--- config.mk ---
export PLATFORM = sky130hd
export DESIGN_NAME = scan_ram
export DESIGN_NICKNAME = d
export VERILOG_FILES = /design/src/rtl/scan_ram.sv
export SDC_FILE = /design/constraint.sdc
export NUM_CORES = 1
export LEC_CHECK = 0
export ABC_AREA = 1
export BUFFER_PORTS_ARGS = -buffer_cell sky130_fd_sc_hd__buf_2
export CAP_MARGIN = 10
export CORE_MARGIN = 3
export CORE_UTILIZATION = 61
export DETAILED_ROUTE_END_ITERATION = 7
export HOLD_SLACK_MARGIN = 0.1
export PLACE_DENSITY_LB_ADDON = 0.08
export SKIP_LAST_GASP = 1
export SLEW_MARGIN = 30
export SYNTH_ARGS = -nofsm -noshare
export SYNTH_HDL_FRONTEND = slang
export SYNTH_SLANG_ARGS = --single-unit
--- constraint.sdc ---
create_clock -name clk -period 1.7 [get_ports clk]
set_input_delay 0.34 -clock clk [delete_from_list [all_inputs] [get_ports clk]]
set_output_delay 0.34 -clock clk [all_outputs]
set_load 0.01 [all_outputs]
--- src/rtl/scan_ram.sv ---
// Dual-port scan RAM: independent write port plus a registered read port whose
// address comes from an auto-scanning pointer, a frozen pointer, or a manual address.
module scan_ram #(
  parameter int DATA_W   = 3,
  parameter int ADDR_W   = 5,
  parameter int TICK_DIV = 1
) (
  input  logic              clk,
  input  logic              reset_n,
  input  logic              wr_en,
  input  logic [ADDR_W-1:0] wr_addr,
  input  logic [DATA_W-1:0] wr_data,
  input  logic [1:0]        mode,
  input  logic              dir,
  input  logic [ADDR_W-1:0] man_addr,
  output logic [ADDR_W-1:0] rd_addr,
  output logic [DATA_W-1:0] rd_data,
  output logic              wrap
);

  localparam int DEPTH = 1 << ADDR_W;
  localparam int DIV_W = (TICK_DIV > 1) ? $clog2(TICK_DIV) : 1;
  localparam logic [DIV_W-1:0] DIV_LAST = DIV_W'(TICK_DIV - 1);

  localparam logic [1:0] MODE_AUTO   = 2'b00;
  localparam logic [1:0] MODE_MANUAL = 2'b10;

  logic [DATA_W-1:0] mem [DEPTH];
  logic [ADDR_W-1:0] ptr;
  logic [DIV_W-1:0]  div;
  logic [ADDR_W-1:0] sel;
  logic              step;
  logic              at_edge;

  always_comb begin
    sel     = (mode == MODE_MANUAL) ? man_addr : ptr;
    step    = (mode == MODE_AUTO) && (div == DIV_LAST);
    at_edge = dir ? (ptr == '0) : (ptr == '1);
  end

  // NOTE: the array has no reset value; the reset branch only blocks writes
  // while reset_n is low, so contents survive a reset untouched.
  always_ff @(posedge clk or negedge reset_n) begin
    if (!reset_n) begin
    end else if (wr_en) begin
      mem[wr_addr] <= wr_data;
    end
  end

  // NOTE: every flop below uses <= so all state sees pre-edge values of its neighbours.
  always_ff @(posedge clk or negedge reset_n) begin
    if (!reset_n) begin
      ptr  <= '0;
      div  <= '0;
      wrap <= 1'b0;
    end else begin
      wrap <= step && at_edge;
      if (mode == MODE_MANUAL) begin
        ptr <= man_addr;
        div <= '0;
      end else if (mode == MODE_AUTO) begin
        if (step) begin
          div <= '0;
          ptr <= dir ? (ptr - ADDR_W'(1)) : (ptr + ADDR_W'(1));
        end else begin
          div <= div + DIV_W'(1);
        end
      end
    end
  end

  // Write-first read: a same-edge write to the selected word bypasses the array.
  always_ff @(posedge clk or negedge reset_n) begin
    if (!reset_n) begin
      rd_addr <= '0;
      rd_data <= '0;
    end else begin
      rd_addr <= sel;
      rd_data <= (wr_en && (wr_addr == sel)) ? wr_data : mem[sel];
    end
  end

endmodule

# Yosys cells after proc, flatten, opt, wreduce, memory -nomap -nowiden
# Memory sizes are Yosys's and may differ from the RTL's.
# Index checks and enable logic that the tools add are counted.
dict set report op_classes {
  add_sub_neg 3
  eq_ne 3
  n_mux 12
  bitwise_logic 1
  reduce_logical 9
}
# cell count
set op_table {}
lappend op_table {{5-bit two-way mux} 5}
lappend op_table {{1-bit two-way mux} 6}
lappend op_table {{5-bit by 1-bit adder with 5-bit output (second input constant)} 1}
lappend op_table {{5-bit equality test} 1}
lappend op_table {{5-bit equality test (second input constant)} 1}
lappend op_table {{5-bit logical NOT} 1}
lappend op_table {{5-bit by 1-bit subtractor with 5-bit output (second input constant)} 1}
lappend op_table {{1-bit logical AND} 4}
lappend op_table {{2-bit nonzero test} 2}
lappend op_table {{3-bit two-way mux} 1}
lappend op_table {{2-bit equality test (second input constant)} 1}
lappend op_table {{2-bit logical NOT} 1}
lappend op_table {{2-bit AND reduction} 1}
lappend op_table {{1-bit adder (second input constant)} 1}
lappend op_table {{1-bit NOT} 1}
dict set report word_totals {
  ff_bits 15
  mem_bits_rw 96
  in_bits 19
  out_inout_bits 9
  wordCells 34
  memories 1
}
# memory words width read_ports rd_clocked_by_memory_dff wr line
set memory_table {}
lappend memory_table {mem 32 3 1 0 1 28} ;# logic [DATA_W-1:0] mem [DEPTH];

# Logic depth before layout (Yosys ltp)
dict set report logic_depth {
  word_depth 5
  ltp_mapped 13
  ltp_nobuf 12
}

# Worst setup path after synthesis
# OpenSTA, ideal clock, no wires.
dict set report synth_path {
  path_type {input to register}
  from {input port mode[0]}
  to {register rd_data[0]}
  setup_time_ns 0.118
  arrival_time_ns 1.395
  required_time_ns 1.582
  slack_ns 0.188
  cell_stages 10
  n_path_buf 1
  path_cell_list {inv_2 > nand2_4 > nand2_4 > nand2_2 > buf_6 > xor2_1 > a21oi_1 > nand3_1 > nand3_1 > nand2_1}
}
dict set report synth_via {
  elab_chain_len 5
  elab_cells_between_ends 6
  classes_between {2 x eq/ne; 2 x mux; 1 x reduce/logical; 1 x memory}
}
# item line
set synth_rtl {}
lappend synth_rtl {{start: declaration} 13} ;# input logic [1:0] mode,
lappend synth_rtl {{2-bit equality test *} 36} ;# sel = (mode == MODE_MANUAL) ? man_addr : ptr;
lappend synth_rtl {{5-bit two-way mux *} 36}
lappend synth_rtl {{parallel branches: the longest is 2 deep, another holds memory read 32 x 3 bit} --}
lappend synth_rtl {{3-bit two-way mux *} 79} ;# rd_data <= (wr_en && (wr_addr == sel)) ? wr_data : mem[sel];
lappend synth_rtl {{end signal: assignment} 79}
lappend synth_rtl {{end: declaration} 17} ;# output logic [DATA_W-1:0] rd_data,
# Every way passes the cells marked *.
# A chain may end at the register's enable or synchronous reset.

# Worst setup path in the final report
dict set report layout_path {
  from {register ptr[1]}
  to {register rd_data[2]}
}
dict set report layout_via {
  elab_chain_len 4
  elab_cells_between_ends 5
  classes_between {1 x eq/ne; 2 x mux; 1 x reduce/logical; 1 x memory}
}
# item line
set layout_rtl {}
lappend layout_rtl {{start: declaration} 29} ;# logic [ADDR_W-1:0] ptr;
lappend layout_rtl {{start signal: assignment} 59} ;# ptr <= man_addr;
lappend layout_rtl {{start signal: assignment} 64} ;# ptr <= dir ? (ptr - ADDR_W'(1)) : (ptr + ADDR_W'(1));
lappend layout_rtl {{5-bit two-way mux *} 36}
lappend layout_rtl {{parallel branches: the longest is 2 deep, another holds memory read 32 x 3 bit} --}
lappend layout_rtl {{3-bit two-way mux *} 79}
# Marks and branches as above.

==> impl_metrics.env <==
export IMPL_status="finished clean"
export IMPL_async_flop_share_pct=13.5
export IMPL_cp_end_kind="flip-flop"
export IMPL_hold_depth=3
export IMPL_gr_total_overflow=0
export IMPL_ios=28
export IMPL_diodes=0
export IMPL_worstPathArrival_ps=1960
export IMPL_powerDensity_nw_per_um2=1100
export IMPL_core_um2=8300
export IMPL_cp_max_fo=9
export IMPL_hpwl_um=8600
export IMPL_critPathMaxStageDelay_ps=460
export IMPL_min_from="mode[0]"
export IMPL_placed_area_um2=5740
export IMPL_drt_iter0_drc=350
export IMPL_worst_path_max_delay_cell="dfrtp_2"
export IMPL_comb_power_share_pct=26.7
export IMPL_period_share_pct=96.3
export IMPL_die_w_um=99.0
export IMPL_finClkSkew_ps=11.5
export IMPL_start_util_pct=63.6
export IMPL_clkPwrFrac_pct=26.8
export IMPL_swShare_pct=31.5
export IMPL_htree_levels=3
export IMPL_wl_met3_um=946
export IMPL_tightest_slew_ps=595
export IMPL_final_layout_size_suffix_gt1_share_pct=19.0
export IMPL_worstSetupPathDepth=10
export IMPL_cpMostUsedCell="nand3_1"
export IMPL_grt_setup_unrepaired="yes"
export IMPL_grt_pass1_wl_um=19900
export IMPL_ys_flop_type="edfxtp_1"
export IMPL_synth_seq_area_share_pct=61.8
export IMPL_slew_headroom_pct=60.3
export IMPL_synthCells=551
export IMPL_rows=33
export IMPL_drc_errors=0
export IMPL_worstReg2RegStart="ptr[1]"
export IMPL_cap_viol_max_count=0
export IMPL_die_y_um=99.0
export IMPL_synth_top_cell_area_share_pct=54.6
export IMPL_grt_max_degree=34
export IMPL_required_ps=2020
export IMPL_fmax_mhz=611
export IMPL_cts_tree="yes"
export IMPL_seqPwrFrac_pct=46.5
export IMPL_portBuffers=27
export IMPL_route_met2_wl_um=6470
export IMPL_via_count=4020
export IMPL_syn_avg_cell_area_um2=9.57
export IMPL_gp_congestion=0.919
export IMPL_ys_types=30
export IMPL_max_clock_path_buffers=2
export IMPL_final_net_count=634
export IMPL_ys_ff_latch=111
export IMPL_synth_edf_count=96
export IMPL_numCtsBuffers=9
export IMPL_p_leak_nw=2.74
export IMPL_grt_pass1_vias=3933
export IMPL_drt_wl_total_um=12800
export IMPL_clk_latency_ps=370
export IMPL_cpLargestDelayFamily="simple AND/OR/NAND/NOR gates"
export IMPL_critPathLaunchType="flip-flop"
export IMPL_peakVddDrop_mv=0.609
export IMPL_synthTopCellsByCount="nand3_1, inv_1, nand2_1, edfxtp_1, nor2_1"
export IMPL_path_cells="inv_1, nand2_1, o21ai_4, buf_6, nand3_1, nand3_1, nand3_2, nand3_1, nand3_1, nand2_1"
export IMPL_min_period_ps=1640
export IMPL_area_growth_pct=17.1
export IMPL_clock_sinks=111
export IMPL_yosysTopAreaCell="edfxtp_1"
export IMPL_crit_type="reg2reg"
export IMPL_yosysWarnings=0
export IMPL_syn_nets=574
export IMPL_path_buf_inv=2
export IMPL_crit_start="ptr[1]"
export IMPL_syn_area_um2=5280
export IMPL_finalInstanceArea_um2=6170
export IMPL_clkSlewWorstSetupHoldPaths_ps=110
export IMPL_ant_nets=0
export IMPL_top_layer="met4"
export IMPL_r2r_cells=10
export IMPL_hold_violations=0
export IMPL_intPower_mw=4.67
export IMPL_report_final_slew_viol_count=0
export IMPL_synth_most_common_cell="nand3_1"
export IMPL_antenna_found_initial=0
export IMPL_setup_tns_ps=0
export IMPL_die_area_um2=9800
export IMPL_setup_violations=0
export IMPL_via_per_inst=5.58
export IMPL_p_sw_mw=2.14
export IMPL_ys_top_cells_by_area="edfxtp_1, nand3_1, inv_1, nand2_1, dfrtp_1"
export IMPL_cts_root_buf="clkbuf_8"
export IMPL_met1Wirelength_um=5180
export IMPL_dr_pass1_iters=5
export IMPL_grt_use_total_pct=26.8
export IMPL_finalNonFillerCells=721
export IMPL_wl_per_cell_um=17.8
export IMPL_hp_class="in2reg"
export IMPL_dp_cells=699
==> metal layers <==
metal	vias up	track usage, %
met1	1901	36.8
met4	0	9.14
li1	1921	-
met5	-	0
met3	23	2.97
met2	175	44.9
==> path summary, 6_finish.rpt <==
check / endpoint / slack, ps
worst min-delay path: div / 210
worst max-delay path: rd_data[2] / 60
min in group asynchronous: ptr[2] / 460
worst max register to register: rd_data[2] / 60
worst min register to register: div / 480
max in group asynchronous: ptr[0] / 1030
==> sequential cells by signal, indices dropped and copies added (netlist names) <==
register	count
rd_data	3
rd_addr	5
ptr	5
wrap	1
div	1
mem	96
==> power groups by stage <==
stage	clock network [mW]	logic, mW	registers [mW]
after floorplan	0	0.972	3.23
after global placement	0	1.58	3.22
after detailed placement	0	1.62	3.22
after CTS	1.83	1.63	3.16
after global routing	1.95	1.99	3.18
final	1.83	1.82	3.17
==> area by class of cell <==
class / instances / area (um2)
clock buffer: 9 / 124
clock inverter: 7 / 115
fill: 614 / 2120
inverter: 113 / 424
multi-input combinational: 311 / 1570
sequential: 111 / 3260
tap: 105 / 131
timing repair buffer: 65 / 549
==> kinds of logic (layout without fill, tap and decap cells) <==
logic type	count (synthesis)	in the layout	share of synthesized area, %
and+or+nand+nor	284	284	24.1
AOI/OAI and AO/OA	21	21	2.66
buffers and inverters	129	194	10.1
adders and majority gates	4	4	1.09
xor gates and xnor gates	2	2	0.332
DFF	111	111	61.8
==> per-stage QoR <==
stage	utilization, %	hold WS [ps]	power, mW	setup slack [ps]
4_1_cts	72.1	206	6.62	23.7
3_5_place_dp	69.1	337	4.84	-219
5_1_grt	74.4	231	7.12	-49.4
6_report	74.4	211	6.81	63.3
2_1_floorplan	-	44.4	4.20	188
3_3_place_gp	69.1	341	4.80	-173
==> placed cells by master (no fill, tap or decap), types with 3 or more instances in the layout <==
cell type / instances
nor2_2: 9
nand4_1: 4
inv_1: 109
nand2_2: 3
clkbuf_16: 3
buf_6: 3
nand2_1: 105
buf_4: 26
edfxtp_1: 96
a21oi_2: 3
buf_2: 27
inv_2: 4
nand3_2: 6
nor2_1: 33
dfrtp_1: 13
ha_1: 3
buf_12: 5
o21ai_0: 3
nand3_1: 118
clkbuf_8: 9
a31oi_1: 6
==> worst min-delay path: stages <==
cell and delay [ps]:
buf_2 130, nand2_1 60, inv_1 30
==> repair_timing <==
action / 4_1_cts / 5_1_grt
gates cloned: 0 / 4
buffers inserted: 0 / 1
hold buffers: 1 / 0
hold endpoints to repair: 15 / 0
resized for setup: 1 / 28
endpoints found under the setup margin: 1 / 28
pin swaps: 0 / 1
Power figures use the tool's default switching activity.
